--- src/rtl/alu_pkg.sv ---
// Shared types for the ALU issue controller: opcode encoding, FSM states and
// small opcode-classification helpers.
package alu_pkg;

  typedef enum logic [3:0] {
    ADD   = 4'd0,
    SUB   = 4'd1,
    OR    = 4'd2,
    AND   = 4'd3,
    XOR   = 4'd4,
    NOR   = 4'd5,
    NAND  = 4'd6,
    SHL   = 4'd7,
    SHR   = 4'd8,
    ASHL  = 4'd9,
    ASHR  = 4'd10,
    ASHL2 = 4'd11,
    NOT   = 4'd12
  } alu_op_e;

  localparam logic [3:0] ALU_OP_MAX = 4'd12;

  typedef enum logic {IDLE, ISSUE} exec_st_e;

  function automatic logic op_legal(input logic [3:0] op);
    return op <= ALU_OP_MAX;
  endfunction

  // Only ADD and SUB drive a meaningful c_out from the ALU.
  function automatic logic op_sets_carry(input logic [3:0] op);
    return (op == ADD) || (op == SUB);
  endfunction

endpackage

--- src/rtl/alu_regfile.sv ---
// Register file: NREGS x DATA_W, three asynchronous read ports (A, B, debug)
// and one synchronous write port; cleared on reset.
module alu_regfile #(
  parameter int DATA_W = 16,
  parameter int NREGS  = 8,
  parameter int REG_AW = 3
) (
  input  logic              clk,
  input  logic              rst,
  input  logic              we,
  input  logic [REG_AW-1:0] waddr,
  input  logic [DATA_W-1:0] wdata,
  input  logic [REG_AW-1:0] ra_addr,
  output logic [DATA_W-1:0] ra_data,
  input  logic [REG_AW-1:0] rb_addr,
  output logic [DATA_W-1:0] rb_data,
  input  logic [REG_AW-1:0] dbg_addr,
  output logic [DATA_W-1:0] dbg_data
);

  logic [DATA_W-1:0] mem [NREGS];

  always_ff @(posedge clk) begin
    if (rst) begin
      for (int i = 0; i < NREGS; i++) mem[i] <= '0;
    end else if (we) begin
      mem[waddr] <= wdata;
    end
  end

  // Reads return committed contents; a write in the same cycle is not forwarded.
  assign ra_data  = mem[ra_addr];
  assign rb_data  = mem[rb_addr];
  assign dbg_data = mem[dbg_addr];

endmodule

--- src/rtl/alu_exec_ctrl.sv ---
// Issue-side controller for the combinational ALU: accepts one instruction per
// two cycles, drives the ALU for one ISSUE cycle, then commits result and flags.
module alu_exec_ctrl
  import alu_pkg::*;
#(
  parameter int DATA_W = 16,
  parameter int NREGS  = 8,
  parameter int REG_AW = 3
) (
  input  logic              clk,
  input  logic              rst,
  input  logic              instr_valid,
  output logic              instr_ready,
  input  logic [3:0]        instr_op,
  input  logic [REG_AW-1:0] instr_rd,
  input  logic [REG_AW-1:0] instr_ra,
  input  logic [REG_AW-1:0] instr_rb,
  input  logic              instr_use_imm,
  input  logic [DATA_W-1:0] instr_imm,
  input  logic              instr_use_c,
  output logic [DATA_W-1:0] alu_a,
  output logic [DATA_W-1:0] alu_b,
  output logic [3:0]        alu_sel,
  output logic              alu_cin,
  input  logic [DATA_W-1:0] alu_out,
  input  logic              alu_cout,
  output logic              res_valid,
  output logic [DATA_W-1:0] res_data,
  output logic              flag_c,
  output logic              flag_z,
  output logic              err_illegal,
  input  logic [REG_AW-1:0] dbg_addr,
  output logic [DATA_W-1:0] dbg_data
);

  exec_st_e          state;
  logic              vld_p0;
  logic [3:0]        op_p0;
  logic [REG_AW-1:0] rd_p0;
  logic [REG_AW-1:0] ra_p0;
  logic [REG_AW-1:0] rb_p0;
  logic              use_imm_p0;
  logic              use_c_p0;
  logic [DATA_W-1:0] imm_p0;
  logic [DATA_W-1:0] ra_data;
  logic [DATA_W-1:0] rb_data;
  logic              wr_en;

  assign instr_ready = (state == IDLE);
  assign vld_p0      = (state == ISSUE);
  assign wr_en       = vld_p0 && op_legal(op_p0);

  // Stage p0: instruction fields captured at the handshake, held through ISSUE
  always_ff @(posedge clk) begin
    if (instr_ready && instr_valid) begin
      op_p0      <= instr_op;
      rd_p0      <= instr_rd;
      ra_p0      <= instr_ra;
      rb_p0      <= instr_rb;
      use_imm_p0 <= instr_use_imm;
      use_c_p0   <= instr_use_c;
      imm_p0     <= instr_imm;
    end
  end

  // ALU drive during ISSUE; zeroed otherwise so the ALU sees a quiet bus
  always_comb begin
    alu_a   = '0;
    alu_b   = '0;
    alu_sel = '0;
    alu_cin = 1'b0;
    if (vld_p0) begin
      alu_a   = ra_data;
      alu_b   = use_imm_p0 ? imm_p0 : rb_data;
      alu_sel = op_p0;
      alu_cin = use_c_p0 & flag_c;
    end
  end

  // Stage p1: writeback and flag update at the end of ISSUE
  always_ff @(posedge clk) begin
    if (rst) begin
      state       <= IDLE;
      res_valid   <= 1'b0;
      res_data    <= '0;
      flag_c      <= 1'b0;
      flag_z      <= 1'b0;
      err_illegal <= 1'b0;
    end else begin
      res_valid   <= 1'b0;
      err_illegal <= 1'b0;
      case (state)
        IDLE: begin
          if (instr_valid) state <= ISSUE;
        end
        ISSUE: begin
          state <= IDLE;
          if (op_legal(op_p0)) begin
            res_valid <= 1'b1;
            res_data  <= alu_out;
            flag_z    <= (alu_out == '0);
            if (op_sets_carry(op_p0)) flag_c <= alu_cout;
          end else begin
            err_illegal <= 1'b1;
          end
        end
        default: state <= IDLE;
      endcase
    end
  end

  alu_regfile #(
    .DATA_W (DATA_W),
    .NREGS  (NREGS),
    .REG_AW (REG_AW)
  ) u_regfile (
    .clk      (clk),
    .rst      (rst),
    .we       (wr_en),
    .waddr    (rd_p0),
    .wdata    (alu_out),
    .ra_addr  (ra_p0),
    .ra_data  (ra_data),
    .rb_addr  (rb_p0),
    .rb_data  (rb_data),
    .dbg_addr (dbg_addr),
    .dbg_data (dbg_data)
  );

endmodule

--- config.mk ---
export PLATFORM = sky130hd
export DESIGN_NAME = alu_exec_ctrl
export DESIGN_NICKNAME = d
export VERILOG_FILES = /design/src/rtl/alu_pkg.sv /design/src/rtl/alu_regfile.sv /design/src/rtl/alu_exec_ctrl.sv
export SDC_FILE = /design/constraint.sdc
export NUM_CORES = 1
export LEC_CHECK = 0
export BUFFER_PORTS_ARGS = -buffer_cell sky130_fd_sc_hd__buf_2
export CORE_MARGIN = 4
export CORE_UTILIZATION = 58
export CTS_BUF_LIST = sky130_fd_sc_hd__clkbuf_16
export CTS_CLUSTER_SIZE = 20
export DETAILED_ROUTE_END_ITERATION = 7
export PLACE_DENSITY_LB_ADDON = 0.12
export SLEW_MARGIN = 10
export SYNTH_ARGS = -nofsm -noshare
export SYNTH_HDL_FRONTEND = slang
export SYNTH_SLANG_ARGS = --single-unit
--- constraint.sdc ---
create_clock -name clk -period 2.5 [get_ports clk]
set_input_delay 0.125 -clock clk [delete_from_list [all_inputs] [get_ports clk]]
set_output_delay 0.125 -clock clk [all_outputs]
set_load 0.01 [all_outputs]
==> flow_summary.html, run 1 <==
<table>
<tr><th>Metric</th><th>Value</th></tr>
<tr><th colspan="2">Finish</th></tr>
<tr><td>Fraction of final layout cells with drive strength greater than 1</td><td>a little over a third</td></tr>
<tr><td>Number of cells in the finished layout apart from fillers</td><td>~1100</td></tr>
<tr><td>Layout area overhead</td><td>18.9%</td></tr>
<tr><td>N_diodes</td><td>0</td></tr>
<tr><td>Number of nets in the finished design</td><td>just over 900</td></tr>
<tr><td>Final non-filler cell area</td><td>roughly 12000 um^2</td></tr>
<tr><td>Number of filler cells placed in the layout</td><td>1115</td></tr>
<tr><td>Util after Layout</td><td>around 70%</td></tr>
<tr><th colspan="2">STA</th></tr>
<tr><td>RSZ-0062 raised after global routing</td><td>false</td></tr>
<tr><td>Final-report hold violation count</td><td>0</td></tr>
<tr><td>Final total negative setup slack</td><td>0 ps</td></tr>
<tr><td>Achievable Freq</td><td>roughly 430 MHz</td></tr>
<tr><td>Time the worst path needs with I/O delays and setup</td><td>2310 ps</td></tr>
<tr><td>Final number of max-transition violations</td><td>0</td></tr>
<tr><td>Least-Margin Pin Slew</td><td>approximately 640 ps</td></tr>
<tr><td>Final worst setup slack</td><td>around 190 ps</td></tr>
<tr><td>Fraction of the cycle the final worst path needs</td><td>between 90% and 100%</td></tr>
<tr><td>Layout Skew</td><td>10.8 ps</td></tr>
<tr><td>Final number of setup-violating endpoints</td><td>0</td></tr>
<tr><td>Tightest slew margin relative to the limit</td><td>57.0%</td></tr>
<tr><th colspan="2">Synth</th></tr>
<tr><td>Mapped Area</td><td>9730 um^2</td></tr>
<tr><td>Net count after synthesis</td><td>slightly below 800</td></tr>
<tr><td>Number of cells produced by synthesis</td><td>between 700 and 800</td></tr>
<tr><td>Yosys reg bits</td><td>186</td></tr>
<tr><td>Ys async rst share</td><td>0%</td></tr>
<tr><td>Number of warnings issued by yosys</td><td>0</td></tr>
<tr><td>Share of synthesized area occupied by flip-flops and latches</td><td>54.6%</td></tr>
<tr><td>Primary FF master, synth</td><td>edfxtp_1</td></tr>
<tr><td>Unique cell type count in the Yosys netlist</td><td>31</td></tr>
<tr><td>Average size of a mapped cell</td><td>~14 um^2</td></tr>
<tr><td>Number of enable-type register cells in the synthesized netlist</td><td>159</td></tr>
<tr><th colspan="2">Worst setup path</th></tr>
<tr><td>Critical-path maximum fanout</td><td>30</td></tr>
<tr><td>WP data required</td><td>2380 ps</td></tr>
<tr><td>Kind of start point of the critical path</td><td>register</td></tr>
<tr><td>Crit-path slowest cell</td><td>mux4_2</td></tr>
<tr><td>Critical setup path kind</td><td>register to output port</td></tr>
<tr><td>R2R Setup Slk</td><td>roughly 620 ps</td></tr>
<tr><td>Setup crit end kind</td><td>output port</td></tr>
<tr><td>Cell-by-cell trace of the critical path</td><td>buf_12, mux4_2, mux2i_1, nor2_1, buf_2</td></tr>
<tr><td>Arrival time worst endpoint</td><td>between 2000 and 2500 ps</td></tr>
<tr><td>Max stage delay on crit path</td><td>~550 ps</td></tr>
<tr><th colspan="2">Placement</th></tr>
<tr><td>Placed cell area</td><td>~11000 um^2</td></tr>
<tr><td>Post-placement setup slack</td><td>around 570 ps</td></tr>
<tr><td>Port bufs</td><td>127</td></tr>
<tr><td>Instance count after placement with tap cells included</td><td>between 1000 and 1500</td></tr>
<tr><td>Weighted congestion reported at the end of routability-driven placement</td><td>about 0.83</td></tr>
<tr><td>DP HPWL</td><td>around 17000 um</td></tr>
<tr><th colspan="2">Die</th></tr>
<tr><td>Number of core rows</td><td>47</td></tr>
<tr><td>Ports placed on the boundary</td><td>approximately 130</td></tr>
<tr><td>Height of the chip</td><td>about 140 um</td></tr>
<tr><td>Floorplan die area</td><td>roughly 19000 um^2</td></tr>
<tr><td>Die Span X</td><td>138 um</td></tr>
<tr><td>Starting density of the core</td><td>approximately three fifths</td></tr>
<tr><td>Core Footprint</td><td>16500 um^2</td></tr>
<tr><th colspan="2">Routing</th></tr>
<tr><td>Met2 Routed Length</td><td>12900 um</td></tr>
<tr><td>Number of vias after detailed routing</td><td>between 7000 and 8000</td></tr>
<tr><td>Met1 WL</td><td>approximately 11000 um</td></tr>
<tr><td>Post-route ant nets</td><td>0</td></tr>
<tr><td>DRC violation total after the first TritonRoute iteration</td><td>about 840</td></tr>
<tr><td>Post-DR wirelength/cell</td><td>roughly 25 um</td></tr>
<tr><td>Uppermost signal routing layer after detailed routing</td><td>met4</td></tr>
<tr><td>Wire length on met3</td><td>between 3000 and 4000 um</td></tr>
<tr><td>DR vias/cell</td><td>~6.4</td></tr>
<tr><td>Detailed Route WL</td><td>27200 um</td></tr>
<tr><td>Post-detailed-route DRC marker count</td><td>0</td></tr>
<tr><td>DR pass1 iterations</td><td>5</td></tr>
<tr><th colspan="2">Power</th></tr>
<tr><td>Share of total power in sequential cells</td><td>about half</td></tr>
<tr><td>Power per unit of standard cell area</td><td>637 nW/um^2</td></tr>
<tr><td>Comb pwr share</td><td>~15%</td></tr>
<tr><td>Static Leak</td><td>approximately 4.5 nW</td></tr>
<tr><td>Switching Share</td><td>a little over a quarter</td></tr>
<tr><td>Internal power of the cells</td><td>between 0.005 and 0.006 W</td></tr>
<tr><td>Maximum resistive drop on vdd</td><td>around 0.00054 V</td></tr>
<tr><td>Proportion of power drawn by the clock network</td><td>35.8%</td></tr>
<tr><td>Switching power</td><td>about 0.0020 W</td></tr>
<tr><th colspan="2">Global route</th></tr>
<tr><td>Number of antenna violations at the first check in global routing</td><td>1</td></tr>
<tr><td>Sum of overflow across all layers after global routing</td><td>0</td></tr>
<tr><td>Number of global-route vias before repair</td><td>~7200</td></tr>
<tr><td>Pin count of the biggest net entering global routing</td><td>roughly 50</td></tr>
<tr><td>Wire length of the first global-routing pass</td><td>41600 um</td></tr>
<tr><td>Total routing usage reported by global routing</td><td>~30%</td></tr>
<tr><th colspan="2">Clock tree</th></tr>
<tr><td>Clk Latency, worst-skew pair</td><td>440 ps</td></tr>
<tr><td>Post-CTS repair timing setup buffer count</td><td>0</td></tr>
<tr><td>Worst-path clk slew</td><td>approximately 70 ps</td></tr>
<tr><td>Num Clock Sinks</td><td>~190</td></tr>
<tr><td>CTS Buf Count</td><td>17</td></tr>
<tr><td>Clk root buf</td><td>clkbuf_16</td></tr>
<tr><td>Clock tree from TritonCTS</td><td>yes</td></tr>
<tr><td>Buffers from clock root to sink, at most</td><td>2</td></tr>
<tr><td>Number of levels in the clock H-tree</td><td>4</td></tr>
<tr><th colspan="2">Run status</th></tr>
<tr><td>Run status</td><td>finished clean</td></tr>
<tr><th colspan="2">Worst hold path</th></tr>
<tr><td>Worst min-delay path class</td><td>input port to register</td></tr>
<tr><th colspan="2">Run</th></tr>
<tr><td>Max-cap violation count</td><td>0</td></tr>
</table>
## state kept, by name, indices dropped and copies added (netlist names), named ones only
signal,cells
u_regfile.mem,128
imm_p0,16
res_data,16
op_p0,4
ra_p0,3
rb_p0,3
rd_p0,3
err_illegal,1
flag_c,1
flag_z,1
res_valid,1
state,1
use_c_p0,1
use_imm_p0,1
## critical path: cells and delay by family (launching register included)
family	cells	cell delay, ps
simple gates	1	80
flops	1	400
mux	2	830
buf+inv	2	430
## power by group through the flow
stage	Combinational, W	Sequential [W]	Clock [W]
after CTS	0.00113	0.00360	0.00266
after global routing	0.00121	0.00361	0.00279
after detailed placement	0.00108	0.00366	0
final	0.00113	0.00360	0.00264
after floorplan	0.000705	0.00363	0
after global placement	0.00106	0.00365	0
## timing repair
action	in CTS	in global routing
hold endpoints to repair	42	0
endpoints found under the setup margin	0	1
resized for setup	0	1
hold buffers	36	0
## area by class of cell
| type | count | area, um^2 | area share (%) |
|---|---|---|---|
| Sequential cell | 186 | 5320 | 46.0 |
| Multi-Input combinational cell | 465 | 4100 | 35.4 |
| Timing Repair Buffer | 190 | 1290 | 11.1 |
| Clock buffer | 18 | 450 | 3.89 |
| Tap cell | 220 | 275 | 2.38 |
| Clock inverter | 14 | 128 | 1.10 |
| Inverter | 3 | 11.3 | 0.0973 |
## cells in the final DEF, fill, tap and decap left out, types with 2 or more instances in the layout
| cell type | Yosys | routed |
|---|---|---|
| o22ai_1 | 16 | 16 |
| clkbuf_16 | 0 | 18 |
| nand2_1 | 85 | 85 |
| clkinv_4 | 0 | 4 |
| a21o_1 | 4 | 4 |
| a21oi_1 | 17 | 17 |
| and3_1 | 33 | 33 |
| dlygate4sd3_1 | 0 | 36 |
| inv_4 | 0 | 2 |
| inv_8 | 0 | 5 |
| dfxtp_1 | 27 | 25 |
| mux4_2 | 96 | 96 |
| buf_4 | 6 | 20 |
| o21ai_0 | 17 | 17 |
| nor4_1 | 5 | 5 |
| buf_12 | 0 | 7 |
| mux2_2 | 22 | 22 |
| inv_1 | 2 | 2 |
| clkinvlp_4 | 0 | 2 |
| a31o_2 | 4 | 4 |
| nor2_1 | 133 | 133 |
| buf_2 | 9 | 127 |
| mux2i_1 | 17 | 17 |
| and2_1 | 6 | 6 |
| edfxtp_1 | 159 | 159 |
| nor2b_1 | 2 | 2 |
## metal layers
| layer | up-vias | track usage, % |
|---|---|---|
| li1 | 3032 | - |
| met1 | 3484 | 41.6 |
| met2 | 496 | 47.4 |
| met3 | 42 | 8.62 |
| met4 | 0 | 9.59 |
| met5 | - | 0 |
## per-stage QoR
| step | power (W) | hold slack, ps |
|---|---|---|
| after floorplan | 0.00433 | 224 |
| after global placement | 0.00471 | 302 |
| after detailed placement | 0.00474 | 303 |
| after CTS | 0.00739 | 3.32 |
| after global routing | 0.00761 | 10.5 |
| final | 0.00737 | 12.0 |
## final timing paths
| check | startpoint | endpoint | cells past startpoint |
|---|---|---|---|
| worst max-delay path | register | alu_a[9] | 5 |
| worst min-delay path | alu_out[2] | res_data[2] | 3 |
| worst max register to register | op_p0[1] | u_regfile.mem[4][9] | 5 |
| worst min register to register | res_data[15] | res_data[15] | 2 |
## synth_stat cells, types with 2 or more instances
| cell | count | area, um^2 |
|---|---|---|
| edfxtp_1 | 159 | 4770 |
| nor2_1 | 133 | 499 |
| mux4_2 | 96 | 2160 |
| nand2_1 | 85 | 319 |
| and3_1 | 33 | 206 |
| dfxtp_1 | 27 | 541 |
| clkbuf_1 | 26 | 97.6 |
| mux2_2 | 22 | 248 |
| a21oi_1 | 17 | 85.1 |
| mux2i_1 | 17 | 170 |
| o21ai_0 | 17 | 85.1 |
| o22ai_1 | 16 | 100 |
| buf_1 | 14 | 52.6 |
| buf_2 | 9 | 45.0 |
| and2_1 | 6 | 37.5 |
| buf_4 | 6 | 45.0 |
| buf_6 | 6 | 67.6 |
| nor4_1 | 5 | 31.3 |
| a21o_1 | 4 | 30.0 |
| a31o_2 | 4 | 35.0 |
| inv_1 | 2 | 7.51 |
| nor2b_1 | 2 | 12.5 |
## logic make-up after synthesis
group | share of synthesized area [%]
AND/OR/NAND/NOR | 12.0
flip-flops | 54.6
multiplexers | 26.5
buffers and inverters | 3.28
AO/OA/AOI/OAI | 3.57
No activity file was read; power rests on OpenSTA's default activity.
==> run 2: changes to the inputs <==
--- a/config.mk
+++ b/config.mk
@@ -6,8 +6,10 @@
 export NUM_CORES = 1
 export LEC_CHECK = 0
 export BUFFER_PORTS_ARGS = -buffer_cell sky130_fd_sc_hd__buf_2
+export CELL_PAD_IN_SITES_DETAIL_PLACEMENT = 0
+export CELL_PAD_IN_SITES_GLOBAL_PLACEMENT = 2
 export CORE_MARGIN = 4
-export CORE_UTILIZATION = 58
+export CORE_UTILIZATION = 41
 export CTS_BUF_LIST = sky130_fd_sc_hd__clkbuf_16
 export CTS_CLUSTER_SIZE = 20
 export DETAILED_ROUTE_END_ITERATION = 7
==> run 2 against run 1 <==
  * Via count is 3.1% lower
  * Largest cell class unchanged
  * Die area grew 39%
  * Sequential share of layout area fell by 0.90 points
  * Register-to-register slack worse by 20 ps
  * Hold slack gained 5.6 ps
  * Critical path depth is the same
  * First-iteration DRC count down 33%
  * Sequential cell count unchanged
  * Clock power up 6%
==> flow_summary.html, run 2 (synthesis gave the netlist of run 1 again) <==
<table>
<tr><th>Metric</th><th>Value</th></tr>
<tr><th colspan="2">Routing</th></tr>
<tr><td>DRC violation total after the first TritonRoute iteration</td><td>about 560</td></tr>
<tr><td>Number of vias after detailed routing</td><td>roughly 6800</td></tr>
<tr><td>Post-DR wirelength/cell</td><td>~24 um</td></tr>
<tr><td>DR pass1 iterations</td><td>5</td></tr>
<tr><td>Post-route ant nets</td><td>0</td></tr>
<tr><td>Detailed Route WL</td><td>just under 30000 um</td></tr>
<tr><td>DR vias/cell</td><td>roughly 5.7</td></tr>
<tr><td>Post-detailed-route DRC marker count</td><td>0</td></tr>
<tr><th colspan="2">Run status</th></tr>
<tr><td>Run status</td><td>finished clean</td></tr>
<tr><th colspan="2">Clock tree</th></tr>
<tr><td>Clk Latency, worst-skew pair</td><td>~430 ps</td></tr>
<tr><td>Number of levels in the clock H-tree</td><td>4</td></tr>
<tr><td>Clock tree from TritonCTS</td><td>yes</td></tr>
<tr><td>Post-CTS repair timing setup buffer count</td><td>0</td></tr>
<tr><td>Worst-path clk slew</td><td>about 70 ps</td></tr>
<tr><td>CTS Buf Count</td><td>17</td></tr>
<tr><td>Buffers from clock root to sink, at most</td><td>2</td></tr>
<tr><td>Num Clock Sinks</td><td>~190</td></tr>
<tr><td>Clk root buf</td><td>clkbuf_16</td></tr>
<tr><th colspan="2">STA</th></tr>
<tr><td>Fraction of the cycle the final worst path needs</td><td>between 90% and 100%</td></tr>
<tr><td>RSZ-0062 raised after global routing</td><td>false</td></tr>
<tr><td>Final number of setup-violating endpoints</td><td>0</td></tr>
<tr><td>Final-report hold violation count</td><td>0</td></tr>
<tr><td>Time the worst path needs with I/O delays and setup</td><td>roughly 2300 ps</td></tr>
<tr><td>Layout Skew</td><td>~7.3 ps</td></tr>
<tr><td>Least-Margin Pin Slew</td><td>around 670 ps</td></tr>
<tr><td>Achievable Freq</td><td>426 MHz</td></tr>
<tr><td>Final number of max-transition violations</td><td>0</td></tr>
<tr><td>Final total negative setup slack</td><td>0 ps</td></tr>
<tr><td>Tightest slew margin relative to the limit</td><td>55.5%</td></tr>
<tr><th colspan="2">Worst setup path</th></tr>
<tr><td>Setup crit end kind</td><td>output port</td></tr>
<tr><td>Startpoint of the most critical register-to-register path</td><td>op_p0[1]</td></tr>
<tr><td>Critical setup path kind</td><td>register to output port</td></tr>
<tr><td>Arrival time worst endpoint</td><td>2220 ps</td></tr>
<tr><td>R2R Setup Slk</td><td>around 600 ps</td></tr>
<tr><td>Crit-path slowest cell</td><td>mux4_2</td></tr>
<tr><td>Max stage delay on crit path</td><td>approximately 550 ps</td></tr>
<tr><td>WP data required</td><td>around 2400 ps</td></tr>
<tr><td>Capture point of the worst reg-to-reg path</td><td>u_regfile.mem[4][4]</td></tr>
<tr><td>CP Capture Point</td><td>alu_b[14]</td></tr>
<tr><td>Kind of start point of the critical path</td><td>register</td></tr>
<tr><td>Count of cells along the worst register-to-register path</td><td>5</td></tr>
<tr><td>Critical-path maximum fanout</td><td>32</td></tr>
<tr><td>Cell-by-cell trace of the critical path</td><td>buf_12, mux4_2, o22ai_1, nor2_1, buf_2</td></tr>
<tr><th colspan="2">Die</th></tr>
<tr><td>Number of core rows</td><td>56</td></tr>
<tr><td>Core Footprint</td><td>between 20000 and 25000 um^2</td></tr>
<tr><td>Floorplan die area</td><td>approximately 26000 um^2</td></tr>
<tr><td>Die Span X</td><td>between 150 and 200 um</td></tr>
<tr><td>Starting density of the core</td><td>between 40% and 50%</td></tr>
<tr><td>Height of the chip</td><td>~160 um</td></tr>
<tr><td>Ports placed on the boundary</td><td>approximately 130</td></tr>
<tr><th colspan="2">Global route</th></tr>
<tr><td>Pin count of the biggest net entering global routing</td><td>a little under 50</td></tr>
<tr><td>Number of antenna violations at the first check in global routing</td><td>0</td></tr>
<tr><td>Wire length of the first global-routing pass</td><td>~44000 um</td></tr>
<tr><td>Total routing usage reported by global routing</td><td>between 20% and 30%</td></tr>
<tr><td>Sum of overflow across all layers after global routing</td><td>0</td></tr>
<tr><td>Number of global-route vias before repair</td><td>about 7100</td></tr>
<tr><th colspan="2">Power</th></tr>
<tr><td>Switching Share</td><td>approximately 25%</td></tr>
<tr><td>Maximum resistive drop on vdd</td><td>0.000429 V</td></tr>
<tr><td>Switching power</td><td>0.00191 W</td></tr>
<tr><td>Proportion of power drawn by the clock network</td><td>37.0%</td></tr>
<tr><td>Power per unit of standard cell area</td><td>around 640 nW/um^2</td></tr>
<tr><td>Share of total power in sequential cells</td><td>about 48%</td></tr>
<tr><td>Internal power of the cells</td><td>around 0.0056 W</td></tr>
<tr><td>Comb pwr share</td><td>15.3%</td></tr>
<tr><td>Static Leak</td><td>4.52 nW</td></tr>
<tr><th colspan="2">Finish</th></tr>
<tr><td>Fraction of final layout cells with drive strength greater than 1</td><td>between 30% and 40%</td></tr>
<tr><td>Flip-flop count of the largest register after layout</td><td>between 100 and 150</td></tr>
<tr><td>Layout area overhead</td><td>21.2%</td></tr>
<tr><td>Top flop regs</td><td>u_regfile.mem: 128 flops, imm_p0: 16 flops, res_data: 16 flops</td></tr>
<tr><td>Util after Layout</td><td>around 50%</td></tr>
<tr><td>Most common cell after layout, fill and taps aside</td><td>edfxtp_1</td></tr>
<tr><td>N_diodes</td><td>0</td></tr>
<tr><td>Most flop-heavy register</td><td>u_regfile.mem</td></tr>
<tr><td>Most used cells in the layout excluding fill and tap cells</td><td>159 x edfxtp_1, 133 x nor2_1, 127 x buf_2</td></tr>
<tr><td>Number of nets in the finished design</td><td>923</td></tr>
<tr><th colspan="2">Run</th></tr>
<tr><td>Max-cap violation count</td><td>0</td></tr>
<tr><th colspan="2">Worst hold path</th></tr>
<tr><td>Worst min-delay path class</td><td>input port to register</td></tr>
<tr><th colspan="2">Placement</th></tr>
<tr><td>DP HPWL</td><td>19200 um</td></tr>
<tr><td>Weighted congestion reported at the end of routability-driven placement</td><td>0.853</td></tr>
<tr><td>Port bufs</td><td>about 130</td></tr>
</table>
==> run 2: changes by cell type in the layout (fill, tap and decap cells not counted), moves of 2 or more <==
cell / before / now
bufinv_16: 0 / 2
clkinv_1: 0 / 2
inv_8: 5 / 0
dlygate4sd3_1: 36 / 34
inv_6: 1 / 3
buf_12: 7 / 9
buf_4: 20 / 26
clkinvlp_4: 2 / 0
==> run 2: power by group through the flow <==
| stage | combinational [W] | sequential (W) | clock (W) |
|---|---|---|---|
| after floorplan | 0.000705 | 0.00363 | 0 |
| after global placement | 0.00111 | 0.00366 | 0 |
| after detailed placement | 0.00112 | 0.00367 | 0 |
| after CTS | 0.00117 | 0.00360 | 0.00285 |
| after global routing | 0.00124 | 0.00361 | 0.00299 |
| final | 0.00116 | 0.00360 | 0.00280 |
==> run 2: area by class of cell <==
cell class                      instances  area (um^2)
Tap cell                              319          399
Clock buffer                           19          475
Multi-Input combinational cell        465         4110
Clock inverter                         13          135
Fill cell                            2062        11600
Timing Repair Buffer                  196         1350
Inverter                                3         11.3
Sequential cell                       186         5320
==> run 2: worst max-delay path: cells and delay by family, from the launching register on <==
kind / cells / cell delay, ps
muxes: 1 / 550
buffers and inverters: 2 / 430
AOI/OAI and AO/OA: 1 / 370
DFF: 1 / 340
and+or+nand+nor: 1 / 80
==> run 2: through the flow <==
| step | power [W] | hold slack, ps | cells | setup slack, ps | instance area, um^2 |
|---|---|---|---|---|---|
| 3_5_place_dp | 0.00479 | 303 | 1135 | 329 | 10800 |
| 6_report | 0.00755 | 17.6 | 1201 | 152 | 11800 |
| 5_1_grt | 0.00784 | 14.9 | 1201 | 86.4 | 11800 |
| 2_1_floorplan | 0.00433 | 224 | 715 | 637 | 9730 |
| 3_3_place_gp | 0.00477 | 302 | 1135 | 323 | 10800 |
| 4_1_cts | 0.00761 | 3.74 | 1201 | 67.8 | 11800 |
==> run 2: timing repair <==
action / 4_1_cts / 5_1_grt
hold endpoints to repair: 40 / 0
hold buffers: 34 / 0
resized for setup: 1 / 2
setup endpoints to repair: 9 / 3
==> run 2: worst min path at each step <==
| stage | slack, ps | depth (start not counted) | from | end |
|---|---|---|---|---|
| 6_report | 20 | 3 | alu_out[5] | res_data[5] |
| 5_1_grt | 10 | 3 | alu_out[15] | res_data[15] |
| 4_1_cts | 4 | 3 | alu_out[5] | res_data[5] |
| 3_5_place_dp | 300 | 1 | instr_imm[9] | imm_p0[9] |
| 3_3_place_gp | 300 | 1 | instr_use_c | use_c_p0 |
| 2_1_floorplan | 220 | 0 | instr_imm[0] | imm_p0[0] |
==> run 2: routing by layer <==
metal | up-vias | part of all wire [%] | track usage [%]
met5 | - | 0 | 0
met4 | 0 | 1.8 | 6.31
met3 | 33 | 7.0 | 4.74
met2 | 290 | 48 | 37.1
met1 | 3481 | 43 | 31.7
li1 | 3034 | - | -
==> run 3: changes to the inputs <==
--- a/config.mk
+++ b/config.mk
@@ -9,7 +9,7 @@
 export CELL_PAD_IN_SITES_DETAIL_PLACEMENT = 0
 export CELL_PAD_IN_SITES_GLOBAL_PLACEMENT = 2
 export CORE_MARGIN = 4
-export CORE_UTILIZATION = 41
+export CORE_UTILIZATION = 37
 export CTS_BUF_LIST = sky130_fd_sc_hd__clkbuf_16
 export CTS_CLUSTER_SIZE = 20
 export DETAILED_ROUTE_END_ITERATION = 7
==> constraint.sdc (replaced) <==
create_clock -name clk -period 1.9 [get_ports clk]
set_input_delay 0.095 -clock clk [delete_from_list [all_inputs] [get_ports clk]]
set_output_delay 0.095 -clock clk [all_outputs]
set_load 0.01 [all_outputs]
==> run 3 against run 2 <==
  * The run now ends with setup timing left
  * Wire length rose by 3.4%
  * Sequential cell count is the same
  * Register-to-register slack got worse by 390 ps
  * Die area rose by 10%
  * Sequential power rose by 31%
  * Largest power group unchanged
  * Highest routed layer is now met5
==> flow_summary.html, run 3 (synthesis gave the netlist of run 1 again) <==
<table>
<tr><th>Metric</th><th>Value</th></tr>
<tr><th colspan="2">Routing</th></tr>
<tr><td>DR pass1 iterations</td><td>5</td></tr>
<tr><td>Post-detailed-route DRC marker count</td><td>0</td></tr>
<tr><td>Detailed Route WL</td><td>30400 um</td></tr>
<tr><td>Post-DR wirelength/cell</td><td>~25 um</td></tr>
<tr><td>DR vias/cell</td><td>approximately 5.6</td></tr>
<tr><td>DRC violation total after the first TritonRoute iteration</td><td>around 570</td></tr>
<tr><td>Number of vias after detailed routing</td><td>6882</td></tr>
<tr><td>Post-route ant nets</td><td>0</td></tr>
<tr><th colspan="2">Run</th></tr>
<tr><td>Max-cap violation count</td><td>0</td></tr>
<tr><th colspan="2">Run status</th></tr>
<tr><td>Violated checks</td><td>setup timing</td></tr>
<tr><td>Run status</td><td>complete, but fails checks</td></tr>
<tr><th colspan="2">Worst setup path</th></tr>
<tr><td>WP data required</td><td>between 1500 and 2000 ps</td></tr>
<tr><td>Kind of start point of the critical path</td><td>register</td></tr>
<tr><td>Setup crit end kind</td><td>output port</td></tr>
<tr><td>Critical setup path kind</td><td>register to output port</td></tr>
<tr><td>Arrival time worst endpoint</td><td>a little over 2000 ps</td></tr>
<tr><td>Critical-path maximum fanout</td><td>11</td></tr>
<tr><th colspan="2">STA</th></tr>
<tr><td>Final total negative setup slack</td><td>-5300 ps</td></tr>
<tr><td>Final-report hold violation count</td><td>0</td></tr>
<tr><td>Achievable Freq</td><td>roughly 470 MHz</td></tr>
<tr><td>Time the worst path needs with I/O delays and setup</td><td>approximately 2100 ps</td></tr>
<tr><td>Least-Margin Pin Slew</td><td>737 ps</td></tr>
<tr><td>Final number of max-transition violations</td><td>0</td></tr>
<tr><td>Fraction of the cycle the final worst path needs</td><td>112%</td></tr>
<tr><td>Final number of setup-violating endpoints</td><td>34</td></tr>
<tr><td>Tightest slew margin relative to the limit</td><td>between 50% and 60%</td></tr>
<tr><td>Final worst setup slack</td><td>-227 ps</td></tr>
<tr><td>Layout Skew</td><td>between 7 and 8 ps</td></tr>
<tr><td>RSZ-0062 raised after global routing</td><td>true</td></tr>
<tr><th colspan="2">Power</th></tr>
<tr><td>Maximum resistive drop on vdd</td><td>between 0.0005 and 0.0006 V</td></tr>
<tr><td>Static Leak</td><td>4.77 nW</td></tr>
<tr><td>Power per unit of standard cell area</td><td>between 800 and 900 nW/um^2</td></tr>
<tr><th colspan="2">Placement</th></tr>
<tr><td>Post-placement setup slack</td><td>between 80 and 90 ps</td></tr>
<tr><td>Weighted congestion reported at the end of routability-driven placement</td><td>0.786</td></tr>
<tr><td>DP HPWL</td><td>roughly 20000 um</td></tr>
<tr><td>Port bufs</td><td>around 130</td></tr>
<tr><th colspan="2">Die</th></tr>
<tr><td>Ports placed on the boundary</td><td>between 100 and 150</td></tr>
<tr><td>Floorplan die area</td><td>slightly below 30000 um^2</td></tr>
<tr><td>Die Span X</td><td>between 150 and 200 um</td></tr>
<tr><td>Height of the chip</td><td>about 170 um</td></tr>
<tr><td>Number of core rows</td><td>59</td></tr>
<tr><td>Core Footprint</td><td>26000 um^2</td></tr>
<tr><td>Starting density of the core</td><td>roughly 37%</td></tr>
<tr><th colspan="2">Finish</th></tr>
<tr><td>Layout area overhead</td><td>28.9%</td></tr>
<tr><td>Most used cells in the layout excluding fill and tap cells</td><td>159 x edfxtp_1, 130 x nor2_1, 111 x buf_2</td></tr>
<tr><td>Top flop regs</td><td>u_regfile.mem: 128 flops, imm_p0: 16 flops, res_data: 16 flops</td></tr>
<tr><td>Flip-flop count of the largest register after layout</td><td>around 130</td></tr>
<tr><td>Fraction of final layout cells with drive strength greater than 1</td><td>40.5%</td></tr>
<tr><td>Most common cell after layout, fill and taps aside</td><td>edfxtp_1</td></tr>
<tr><td>Number of nets in the finished design</td><td>approximately 940</td></tr>
<tr><td>N_diodes</td><td>0</td></tr>
<tr><td>Most flop-heavy register</td><td>u_regfile.mem</td></tr>
<tr><th colspan="2">Global route</th></tr>
<tr><td>Pin count of the biggest net entering global routing</td><td>between 40 and 50</td></tr>
<tr><td>Sum of overflow across all layers after global routing</td><td>0</td></tr>
<tr><td>Total routing usage reported by global routing</td><td>between 20% and 30%</td></tr>
<tr><td>Wire length of the first global-routing pass</td><td>44800 um</td></tr>
<tr><td>Number of antenna violations at the first check in global routing</td><td>1</td></tr>
<tr><td>Number of global-route vias before repair</td><td>between 6000 and 7000</td></tr>
<tr><th colspan="2">Clock tree</th></tr>
<tr><td>Buffers from clock root to sink, at most</td><td>2</td></tr>
<tr><td>CTS Buf Count</td><td>17</td></tr>
<tr><td>Number of levels in the clock H-tree</td><td>4</td></tr>
<tr><td>Clk root buf</td><td>clkbuf_16</td></tr>
<tr><td>Clk Latency, worst-skew pair</td><td>approximately 430 ps</td></tr>
<tr><td>Num Clock Sinks</td><td>roughly 190</td></tr>
<tr><td>Worst-path clk slew</td><td>roughly 70 ps</td></tr>
<tr><td>Clock tree from TritonCTS</td><td>yes</td></tr>
<tr><th colspan="2">Worst hold path</th></tr>
<tr><td>Worst min-delay path class</td><td>input port to register</td></tr>
</table>
==> run 3: cell count changes in the layout (fill, tap and decap cells not counted), moves of 7 or more <==
cell and delta:
o22ai_1 -15, mux2_2 -14, buf_12 +13, buf_6 +17, buf_2 -16, o22ai_2 +7
mux2i_1 -8, o22ai_4 +8, mux2_4 +14
==> run 3: cell type report <==
class / count / area (um^2)
Sequential cell: 186 / 5320
Inverter: 3 / 11.3
Fill cell: 2342 / 13400
Clock inverter: 14 / 124
Multi-Input combinational cell: 465 / 4390
Tap cell: 335 / 419
Timing Repair Buffer: 216 / 1830
Clock buffer: 18 / 450
==> run 3: layer usage <==
metal  global-route usage (%)  up-vias  routed length [um]
li1                         -     3074                   -
met1                     29.5     3484               13100
met2                     34.4      293               14700
met3                     4.09       29                2270
met4                     5.24        2                 398
met5                        0        -                  13
==> run 3: final timing paths <==
kind,start,endpoint,slack (ps),depth (start not counted)
max,register,alu_a[4],-230,5
min,alu_out[3],res_data[3],1,3
max reg2reg,op_p0[1],u_regfile.mem[6][7],210,5
min reg2reg,flag_z,flag_z,450,2
==> run 3: worst max-delay path, stage by stage (launching register included) <==
cell and delay (ps):
dfxtp_4 430, clkbuf_16 220, mux4_2 520, mux2i_1 190
nor2_1 90, buf_2 140
==> run 3: per-stage QoR <==
step                      std cells  hold WS, ps  power (W)  instance area (um^2)  util (%)
final                          1237         1.47     0.0101                 12500      48.3
after global routing           1237         5.28     0.0105                 12500      48.3
after CTS                      1236         1.04     0.0101                 12400      47.7
after detailed placement       1160          273    0.00637                 11100      42.6
after global placement         1160          272    0.00635                 11100      42.6
after floorplan                 715          194    0.00570                  9730         -
==> run 3: repair_timing <==
action | 4_1_cts | 5_1_grt
setup endpoints to repair | 42 | 49
pin swaps | 2 | 1
hold buffers | 40 | 0
cloned | 2 | 2
buffers inserted | 2 | 1
gates resized for setup | 52 | 30
hold endpoints to repair | 46 | 0
==> run 3: power breakdown <==
part / switching [W] / internal (W)
combinational: 0.000921 / 0.000928
sequential: 0.000128 / 0.00461
clock: 0.00170 / 0.00181
